===== config.mk =====
export PLATFORM = sky130hd
export DESIGN_NAME = fetch_queue
export DESIGN_NICKNAME = d
export VERILOG_FILES = /design/src/rtl/cpu_pkg.sv /design/src/rtl/fetch_fifo.sv /design/src/rtl/fetch_queue.sv
export SDC_FILE = /design/constraint.sdc
export NUM_CORES = 1
export LEC_CHECK = 0
export BUFFER_PORTS_ARGS = -buffer_cell sky130_fd_sc_hd__buf_2
export CORE_MARGIN = 1
export CORE_UTILIZATION = 55
export CTS_CLUSTER_SIZE = 20
export DETAILED_ROUTE_END_ITERATION = 12
export GPL_ROUTABILITY_DRIVEN = 0
export PLACE_DENSITY = 0.81
export SLEW_MARGIN = 40
export SYNTH_ARGS = -nofsm -noshare
export SYNTH_HDL_FRONTEND = slang
export SYNTH_SLANG_ARGS = --single-unit

===== constraint.sdc =====
create_clock -name clk -period 3.3 [get_ports clk]
set_input_delay 0.165 -clock clk [delete_from_list [all_inputs] [get_ports clk]]
set_output_delay 0.165 -clock clk [all_outputs]
set_load 0.02 [all_outputs]

===== src/rtl/cpu_pkg.sv =====
// Shared CPU constants and the fetch-queue entry type.
// The entry type pairs an instruction with the PC it was fetched from.
package cpu_pkg;

    localparam int unsigned XLEN  = 32;
    localparam int unsigned INS_W = 32;

    localparam logic [XLEN-1:0] RESET_PC = '0;

    typedef struct packed {
        logic [XLEN-1:0]  pc;
        logic [INS_W-1:0] ins;
    } fetch_entry_t;

endpackage


===== src/rtl/fetch_fifo.sv =====
// Synchronous FIFO with a combinational head read and a single-cycle flush.
// Callers must not push when full or pop when empty.
module fetch_fifo #(
    parameter int unsigned DEPTH = 4,
    parameter int unsigned WIDTH = 64,
    localparam int unsigned CNT_W = $clog2(DEPTH + 1)
) (
    input  logic             clk,
    input  logic             rst,
    input  logic             flush,
    input  logic             push,
    input  logic [WIDTH-1:0] push_data,
    input  logic             pop,
    output logic [WIDTH-1:0] head,
    output logic [CNT_W-1:0] count
);

    localparam int unsigned PTR_W = $clog2(DEPTH);

    logic [WIDTH-1:0] mem_q [DEPTH];
    logic [PTR_W-1:0] wr_ptr_q;
    logic [PTR_W-1:0] rd_ptr_q;
    logic [CNT_W-1:0] count_q;

    // Storage needs no reset; only the pointers and occupancy define validity.
    always_ff @(posedge clk) begin
        if (push && !flush && !rst) begin
            mem_q[wr_ptr_q] <= push_data;
        end
    end

    always_ff @(posedge clk) begin
        if (rst || flush) begin
            wr_ptr_q <= '0;
            rd_ptr_q <= '0;
            count_q  <= '0;
        end else begin
            if (push) begin
                wr_ptr_q <= wr_ptr_q + PTR_W'(1);
            end
            if (pop) begin
                rd_ptr_q <= rd_ptr_q + PTR_W'(1);
            end
            case ({push, pop})
                2'b10:   count_q <= count_q + CNT_W'(1);
                2'b01:   count_q <= count_q - CNT_W'(1);
                default: count_q <= count_q;
            endcase
        end
    end

    assign head  = mem_q[rd_ptr_q];
    assign count = count_q;

endmodule


===== src/rtl/fetch_queue.sv =====
// Instruction-fetch front end: PC generator, one-cycle imem request port and
// a small queue delivering {pc, instruction} pairs to the decoder.
module fetch_queue #(
    parameter int unsigned     XLEN     = cpu_pkg::XLEN,
    parameter int unsigned     INS_W    = cpu_pkg::INS_W,
    parameter int unsigned     DEPTH    = 4,
    parameter int unsigned     ADDR_W   = 8,
    parameter logic [XLEN-1:0] RESET_PC = cpu_pkg::RESET_PC
) (
    input  logic                       clk,
    input  logic                       rstd,
    output logic                       imem_req,
    output logic [ADDR_W-1:0]          imem_addr,
    input  logic [INS_W-1:0]           imem_rdata,
    input  logic                       redirect_valid,
    input  logic [XLEN-1:0]            redirect_pc,
    output logic                       out_valid,
    input  logic                       out_ready,
    output logic [INS_W-1:0]           out_ins,
    output logic [XLEN-1:0]            out_pc,
    output logic [$clog2(DEPTH+1)-1:0] count
);

    logic [XLEN-1:0]       fetch_pc_q;
    logic [XLEN-1:0]       fetch_pc_d;
    logic [XLEN-1:0]       inflight_pc_q;
    logic [XLEN-1:0]       inflight_pc_d;
    logic                  inflight_q;
    logic                  issue;
    logic                  push;
    logic                  pop;
    logic [31:0]           occupancy;
    logic [XLEN+INS_W-1:0] head;

    // A request reserves a queue slot, so in-flight words count toward occupancy.
    always_comb begin
        occupancy     = 32'(count) + 32'(inflight_q);
        issue         = !rstd && !redirect_valid && (occupancy < DEPTH);
        push          = inflight_q && !redirect_valid;
        pop           = out_valid && out_ready && !redirect_valid;
        fetch_pc_d    = fetch_pc_q;
        inflight_pc_d = inflight_pc_q;
        if (redirect_valid) begin
            fetch_pc_d = redirect_pc & ~XLEN'(3);
        end else if (issue) begin
            fetch_pc_d    = fetch_pc_q + XLEN'(4);
            inflight_pc_d = fetch_pc_q;
        end
    end

    always_ff @(posedge clk) begin
        if (rstd) begin
            fetch_pc_q    <= RESET_PC;
            inflight_pc_q <= '0;
            inflight_q    <= 1'b0;
        end else begin
            fetch_pc_q    <= fetch_pc_d;
            inflight_pc_q <= inflight_pc_d;
            inflight_q    <= issue;
        end
    end

    fetch_fifo #(
        .DEPTH (DEPTH),
        .WIDTH (XLEN + INS_W)
    ) u_fifo (
        .clk       (clk),
        .rst       (rstd),
        .flush     (redirect_valid),
        .push      (push),
        .push_data ({inflight_pc_q, imem_rdata}),
        .pop       (pop),
        .head      (head),
        .count     (count)
    );

    assign imem_req          = issue;
    assign imem_addr         = fetch_pc_q[ADDR_W-1:0];
    assign out_valid         = (count != '0);
    assign {out_pc, out_ins} = head;

endmodule


==> results of run 1 <==
-- cell type report --
cell class | count | area, µm² | area share, %
multi-input combinational | 364 | 3200 | 21.5
clock inverter | 11 | 68.8 | 0.462
clock buffer | 46 | 946 | 6.35
sequential | 318 | 8860 | 59.4
inverter | 10 | 37.5 | 0.252
tap | 280 | 350 | 2.35
timing repair buffer | 208 | 1440 | 9.64
-- where the power goes --
group / switching (mW) / leakage, nW / total, mW / internal, mW
clock: 1.41 / 0.507 / 3.40 / 1.99
sequential: 0.0593 / 3.01 / 4.41 / 4.35
combinational: 0.164 / 1.75 / 0.310 / 0.145
-- through the flow --
step / cells / setup slack (ns) / hold slack, ns
6_report: 1237 / 0.528 / 0.0152
5_1_grt: 1237 / 0.339 / 0.0502
4_1_cts: 1237 / 0.488 / 0.0000581
3_5_place_dp: 1122 / 1.09 / 0.381
3_3_place_gp: 1121 / 1.13 / 0.379
2_1_floorplan: 741 / 0.744 / 0.264
-- sequential cells by signal, summed over array words and instances (netlist names), named ones only --
name	count
inflight_pc_q	30
fetch_pc_q	30
u_fifo.count	3
u_fifo.rd_ptr_q	2
u_fifo.mem_q	248
inflight_q	1
u_fifo.wr_ptr_q	2
-- final timing paths --
| check | start | cells after the start | slack, ns | endpoint |
|---|---|---|---|---|
| worst max-delay path | inflight_q | 5 | 0.53 | imem_req |
| worst min-delay path | redirect_pc[28] | 4 | 0.02 | fetch_pc_q[28] |
| worst max register to register | inflight_q | 5 | 1.08 | fetch_pc_q[17] |
| worst min register to register | fetch_pc_q[20] | 2 | 0.49 | inflight_pc_q[20] |
-- critical path, cell delays in order (launching register included) --
cell and delay (ns):
dfxtp_1 0.44, a31oi_4 0.50, nand2_2 0.42, inv_1 0.13, buf_4 0.33, buf_2 0.23
-- kinds of logic after synthesis --
logic type                 after synthesis
DFF                                    318
and+or+nand+nor                        180
xor gates and xnor gates                25
adders and majority gates                7
AOI/OAI and AO/OA                       79
muxes                                   69
other                                    1
buffers and inverters                   59
-- routing by layer --
layer | track usage, % | up-vias
li1 | - | 3234
met1 | 29.2 | 3403
met2 | 34.9 | 219
met3 | 2.93 | 18
met4 | 4.50 | 0
met5 | 0 | -
-- cells in the mapped netlist (all sizes together), types with 3 or more instances --
cell type,count
a211oi,7
a21oi,47
a311oi,3
a31oi,6
and2,10
and3,8
and4,5
buf,25
clkbuf,24
dfxtp,70
edfxtp,248
ha,6
inv,10
mux2i,6
mux4,62
nand2,86
nand3,6
nand4,14
nor2,30
nor3,7
nor4,8
o211ai,3
o21ai,5
o22ai,6
or3,5
xnor2,15
xor2,10
==> out/metrics.cfg, run 1 <==
[sta]
finalHoldViolCount=0
finalMaxSlewViolations=0
fin_crit_sh_pct=84.0
worstMarginPinSlew_ns=0.645
rsz0062_at_grt=false
min_period_ns=2.77
finalSetupViolCount=0
finalClockSkew_ns=0.00878
fin_setup_tns_ns=0
fmax_mhz=361
slew_headroom_pct=57.0

[floorplan]
core_area_um2=21900
core.rowCount=54
start_util_pct=56.3
die_area_um2=23000
num_io_pins=145
die_h_um=152
die_width_um=152

[logic_synthesis]
ys_seq_elements=318
synthArstFlopShare_pct=0
synthAdderAreaFrac_pct=0.772
synth-compound-area-share_pct=3.85
avgSynthCellArea_um2=16.7
synth_area_leaders=edfxtp_1 (60%), dfxtp_1 (11%), mux4_2 (11%)
synth_flop_cell=edfxtp_1
yosysUniqueCellTypes=47
synth-simple-area-share_pct=7.42
yosysTopAreaCell=edfxtp_1
synthesis.area_um2=12300
synth_top_family_by_area=multiplexers
synth_edf_count=248
ys_warn_count=0
yosysTopAreaCellShare_pct=60.5
synth_xor_area_share_pct=1.78
syn_inst=738
muxShareOfSynthArea_pct=11.9
ys_seq_area_share_pct=71.9

[route]
detail_route.vias_per_cell=5.56
dr_wl_met2_um=11500
route.met3.wl_um=1440
num_vias=6874
drc=0
wl_met1_um=10200
drtPass1Iterations=5
top_layer_used=met4
first_iter_violations=373
wl_per_cell_um=18.9
drtAntennaViolNets=0
routed_wl_um=23300

[grt]
grt_pass1_wl_um=36200
grt_overflow=0
antenna_found_initial=0
grt_max_degree=62
grt_usage_pct=20.8
grt_pass1_vias=6889

[cells_and_area]
nets=1008
num_antenna_cells=0
fin_util_pct=68.1
design_area_um2=14900
layout_commonest_cell=edfxtp_1
drive_above_1_share_pct=29.4
syn_to_final_growth_pct=21.0
final_cell_mix=edfxtp_1 (248), buf_2 (138), nand2_1 (85)
fillCellCount=1474

[clock_tree]
cts.path.max_buffers=3
cts.htree.levels=1
numCtsBuffers=31
cts_resized=0
clkLatencyLatePin_ns=0.54
cts_root_buf=clkbuf_16
cts_tree=built
clk_pin_slew_ns=0.06
hold_buffers=58
cts_setup_buffers=0
cts_num_sinks=318

[placed_design]
postPlaceCellArea_um2=13300
io_buffers=138
dp.final_hpwl_um=14100

[setup_path]
crit_required_ns=3.13
cp-end-kind=output port
arrival_ns=2.61
start_kind=register
path_max_fanout=31
critPathKind=reg2out

[flow_run]
maxCapViolCount=0

[power_and_ir_drop]
power_mw=8.12
cellPowerDensity_nw_per_um2=545
irDropWorstVdd_mv=0.283
p_leak_nw=5.27

[outcome]
status=finished, final reports clean

[min_path]
hp-class=in2reg

Power figures use the tool's default switching activity.
==> run 2: changes to the inputs <==
--- a/config.mk
+++ b/config.mk
@@ -7,11 +7,11 @@
 export LEC_CHECK = 0
 export BUFFER_PORTS_ARGS = -buffer_cell sky130_fd_sc_hd__buf_2
 export CORE_MARGIN = 1
-export CORE_UTILIZATION = 55
+export CORE_UTILIZATION = 52
 export CTS_CLUSTER_SIZE = 20
 export DETAILED_ROUTE_END_ITERATION = 12
 export GPL_ROUTABILITY_DRIVEN = 0
-export PLACE_DENSITY = 0.81
+export PLACE_DENSITY = 0.8
 export SLEW_MARGIN = 40
 export SYNTH_ARGS = -nofsm -noshare
 export SYNTH_HDL_FRONTEND = slang
==> constraint.sdc (replaced) <==
create_clock -name clk -period 2.3 [get_ports clk]
set_input_delay 0.115 -clock clk [delete_from_list [all_inputs] [get_ports clk]]
set_output_delay 0.115 -clock clk [all_outputs]
set_load 0.02 [all_outputs]
==> out/metrics.cfg, run 2 (synthesized netlist as in run 1, its figures left out) <==
[clock_tree]
cts.path.max_buffers=3
numCtsBuffers=34
cts.htree.levels=2
cts_root_buf=clkbuf_16
clk_pin_slew_ns=0.06
cts_resized=0
cts_num_sinks=318
clkLatencyLatePin_ns=0.50
cts_tree=built

[cells_and_area]
design_area_um2=15300
largest_registers=u_fifo.mem_q: 248 flops, fetch_pc_q: 30 flops, inflight_pc_q: 30 flops
fillCellCount=1534
nets=1032
seq_area_um2=8860
num_antenna_cells=0
layout_commonest_cell=edfxtp_1
top_register=u_fifo.mem_q
largest_register_ffs=248
syn_to_final_growth_pct=23.9
drive_above_1_share_pct=30.9
final_cell_mix=edfxtp_1 (248), buf_2 (138), nand2_1 (85)
multi_input_area_um2=3200

[grt]
grt_overflow=0
grt_pass1_vias=7199
grt_pass1_wl_um=38200
antenna_found_initial=0
grt_usage_pct=20.5
grt_max_degree=62

[floorplan]
die_area_um2=24300
start_util_pct=53.7
num_io_pins=145
core.rowCount=55
die_h_um=156
die_width_um=156
core_area_um2=22900

[sta]
finalHoldViolCount=0
fmax_mhz=468
fin_crit_sh_pct=92.9
fin_setup_tns_ns=0
slew_headroom_pct=54.0
worstMarginPinSlew_ns=0.688
rsz0062_at_grt=false
finalClockSkew_ns=0.0125
min_period_ns=2.14
finalMaxSlewViolations=0
finalSetupViolCount=0

[route]
detail_route.vias_per_cell=5.51
drtPass1Iterations=5
drtAntennaViolNets=0
num_vias=7135
first_iter_violations=491
drc=0
routed_wl_um=24400
wl_per_cell_um=18.8

[placed_design]
postPlaceCellArea_um2=13500
io_buffers=138
dp.final_hpwl_um=14700

[power_and_ir_drop]
p_comb_share_pct=3.8
p_sw_mw=2.40
switching_share_pct=19.7
intPower_mw=9.78
irDropWorstVdd_mv=0.499
cellPowerDensity_nw_per_um2=798
p_leak_nw=5.43
clkPwrFrac_pct=44.2
pwr-share-seq_pct=51.9

[min_path]
hp-class=in2reg

[flow_run]
maxCapViolCount=0

[outcome]
status=finished, final reports clean

[setup_path]
cp-end-kind=register
crit_required_ns=2.73
start_kind=register
critPathKind=reg2reg
path_max_fanout=6
arrival_ns=2.57

[run 2: cell types whose count changed in the layout (fill, tap and decap cells not counted), moves of 4 or more]
cell and delta:
buf_4 +18, buf_12 +4, inv_4 -4, clkinv_1 +5
[run 2: worst paths after layout]
check / startpoint / endpoint / slack [ns] / cells past startpoint
max: u_fifo.count[1] / u_fifo.count[2] / 0.16 / 8
min: redirect_pc[28] / fetch_pc_q[28] / 0.04 / 4
max reg2reg: u_fifo.count[1] / u_fifo.count[2] / 0.16 / 8
min reg2reg: fetch_pc_q[24] / inflight_pc_q[24] / 0.50 / 2
[run 2: final cells by class]
class                      count  area share, %
inverter                      10          0.246
tap                          313           2.57
clock inverter                16           1.00
multi-input combinational    364           21.0
timing repair buffer         229           10.8
sequential                   318           58.0
clock buffer                  45           6.40
[run 2: per-layer routing]
layer / vias to the layer above / share of wire [%] / global-route usage [%]
met5: - / 0 / 0
met3: 36 / 6.4 / 3.69
met4: 0 / 1.6 / 6.12
met2: 275 / 49 / 34.2
li1: 3288 / - / -
met1: 3536 / 43 / 27.6
[run 2: critical path: stages (launching register included)]
cell	delay, ns
dfxtp_1	0.47
or3_1	0.17
and3_1	0.19
ha_1	0.19
inv_1	0.06
fa_1	0.37
xor2_1	0.16
or3_1	0.31
a21oi_1	0.14
[run 2: stage by stage]
stage	cells	util (%)	total power, mW	hold WS [ns]	setup slack, ns
floorplan	741	-	6.66	0.214	0.0137
global placement	1170	58.9	6.81	0.330	0.266
CTS	1288	66.4	12.2	0.0184	0.0459
detailed placement	1170	58.9	6.82	0.330	0.215
global route	1295	66.6	12.5	0.0370	0.0224
finish	1295	66.6	12.2	0.0369	0.163
[run 2: power groups by stage]
stage	clock network, mW	logic [mW]	registers, mW
2_1_floorplan	0	0.241	6.42
3_3_place_gp	0	0.377	6.43
3_5_place_dp	0	0.385	6.44
4_1_cts	5.46	0.463	6.32
5_1_grt	5.69	0.509	6.33
6_report	5.39	0.468	6.32
[run 2: what timing repair did]
action | 4_1_cts | 5_1_grt
endpoints found under the setup margin | 0 | 5
hold endpoints to repair | 153 | 0
setup buffers | 0 | 7
hold buffers | 57 | 0
==> run 3: changes to the inputs <==
--- a/config.mk
+++ b/config.mk
@@ -7,11 +7,12 @@
 export LEC_CHECK = 0
 export BUFFER_PORTS_ARGS = -buffer_cell sky130_fd_sc_hd__buf_2
 export CORE_MARGIN = 1
-export CORE_UTILIZATION = 52
+export CORE_UTILIZATION = 54
+export CTS_BUF_LIST = sky130_fd_sc_hd__clkbuf_8
 export CTS_CLUSTER_SIZE = 20
 export DETAILED_ROUTE_END_ITERATION = 12
 export GPL_ROUTABILITY_DRIVEN = 0
-export PLACE_DENSITY = 0.8
+export PLACE_DENSITY = 0.83
 export SLEW_MARGIN = 40
 export SYNTH_ARGS = -nofsm -noshare
 export SYNTH_HDL_FRONTEND = slang
==> out/metrics.cfg, run 3 (synthesized netlist as in run 1, its figures left out) <==
[floorplan]
core_area_um2=22100
core.rowCount=54
start_util_pct=55.7
die_area_um2=23400
num_io_pins=145
die_width_um=153
die_h_um=153

[grt]
grt_max_degree=63
antenna_found_initial=0
grt_usage_pct=21.5
grt_pass1_vias=7379
grt_overflow=0
grt_pass1_wl_um=38700

[cells_and_area]
seq_area_um2=8850
nets=1037
num_antenna_cells=0
largest_register_ffs=248
multi_input_area_um2=3190
largest_registers=u_fifo.mem_q: 248 flops, fetch_pc_q: 30 flops, inflight_pc_q: 30 flops
design_area_um2=15000
fin_util_pct=68.0
layout_commonest_cell=edfxtp_1
top_register=u_fifo.mem_q
syn_to_final_growth_pct=21.9
fillCellCount=1475
drive_above_1_share_pct=30.8
stdcell_count=1282
final_cell_mix=edfxtp_1 (248), buf_2 (136), nand2_1 (85)

[sta]
rsz0062_at_grt=true
fin_crit_sh_pct=95.7
worstMarginPinSlew_ns=0.662
finalMaxSlewViolations=0
hold_ws_ns=0.0783
slew_headroom_pct=55.8
fmax_mhz=454
setup_slack_ns=0.0980
min_period_ns=2.20
finalHoldViolCount=0
fin_setup_tns_ns=0
finalClockSkew_ns=0.0136
finalSetupViolCount=0

[power_and_ir_drop]
clkPwrFrac_pct=40.8
switching_share_pct=20.7
irDropWorstVdd_mv=0.354
pwr-share-seq_pct=55.0
intPower_mw=9.11
p_leak_nw=5.39
cellPowerDensity_nw_per_um2=765
p_sw_mw=2.37
p_comb_share_pct=4.1
power_mw=11.5

[setup_path]
crit_chain=or3_1 > and3_1 > ha_1 > inv_1 > fa_1 > xor2_1 > or3_1 > a21oi_1
arrival_ns=2.68
slowest_stage=dfxtp_1
reg2reg_from=u_fifo.count[1]
path_common_cell=or3_1
rrSetupSlack_ns=0.1
crit_required_ns=2.78
cpPeakStageDelay_ns=0.46
start_kind=register
path_max_fanout=6
reg2regPathDepth=8
cp-end-kind=register
critPathKind=reg2reg
reg2reg_to=u_fifo.count[2]

[route]
wl_met1_um=10200
drtAntennaViolNets=0
top_layer_used=met4
route.met3.wl_um=1480
num_vias=7098
detail_route.vias_per_cell=5.54
wl_per_cell_um=19.0
routed_wl_um=24300
drtPass1Iterations=4
dr_wl_met2_um=12200
drc=0
first_iter_violations=547

[placed_design]
pre_cts_slack_ns=0.132
postPlaceCellArea_um2=13400
io_buffers=138
dp.cells=1129
dp.final_hpwl_um=13700

[outcome]
status=finished, final reports clean

[clock_tree]
numCtsBuffers=49
cts_setup_buffers=0
clk_pin_slew_ns=0.07
cts.htree.levels=2
cts_root_buf=clkbuf_8
cts.path.max_buffers=3
cts_tree=built
cts_num_sinks=318
clkLatencyLatePin_ns=0.55

[flow_run]
maxCapViolCount=0

[min_path]
holdPathStages=4
hp-class=in2reg
holdCritStartpoint=redirect_valid
whs_endpoint=fetch_pc_q[6]

run 3: cell types whose count changed in the layout (fill, tap and decap cells not counted), moves of 5 or more:
cell	delta
buf_4	-12
clkbuf_8	+53
clkbuf_16	-37
clkbuf_1	-6
inv_1	+14
dlygate4sd3_1	+5
run 3: final cells by class:
class / count / share of cell area, %
repair buffers: 219 / 10.5
inverters: 10 / 0.275
clock buffers: 55 / 5.04
clock inverters: 36 / 1.68
multi-input cells: 364 / 21.2
flip-flops and latches: 318 / 59.0
well taps: 280 / 2.33
run 3: how the worst max path moves through the flow:
| stage | cells after the start | endpoint | from |
|---|---|---|---|
| 5_1_grt | 8 | u_fifo.count[2] | u_fifo.count[1] |
| 3_3_place_gp | 8 | u_fifo.count[2] | u_fifo.count[1] |
| 2_1_floorplan | 8 | u_fifo.count[2] | u_fifo.count[0] |
| 6_report | 8 | u_fifo.count[2] | u_fifo.count[1] |
| 3_5_place_dp | 8 | u_fifo.count[2] | u_fifo.count[1] |
| 4_1_cts | 6 | imem_req | u_fifo.count[0] |
run 3: worst max-delay path, delay by kind of cell, from the launching register on:
kind	cells	cell delay, ns
AND/OR/NAND/NOR	3	0.72
adder cells (fa/ha/maj)	2	0.59
flip-flops	1	0.46
XOR/XNOR	1	0.17
AO/OA/AOI/OAI	1	0.14
buffers and inverters	1	0.06
run 3: routing by layer:
| metal | track usage (%) | up-vias |
|---|---|---|
| li1 | - | 3291 |
| met1 | 28.2 | 3536 |
| met2 | 36.3 | 238 |
| met3 | 4.31 | 33 |
| met4 | 6.73 | 0 |
| met5 | 0 | - |
run 3: power groups by stage:
stage	Clock, mW	Sequential (mW)	Combinational, mW
floorplan	0	6.42	0.241
global placement	0	6.43	0.377
detailed placement	0	6.44	0.386
CTS	4.79	6.32	0.470
global route	5.04	6.33	0.517
finish	4.69	6.32	0.475
run 3: what timing repair did:
action,CTS,global route
hold buffers,62,0
setup endpoints to repair,1,8
pin swaps,1,1
endpoints found under the hold margin,158,0
resized for setup,1,6
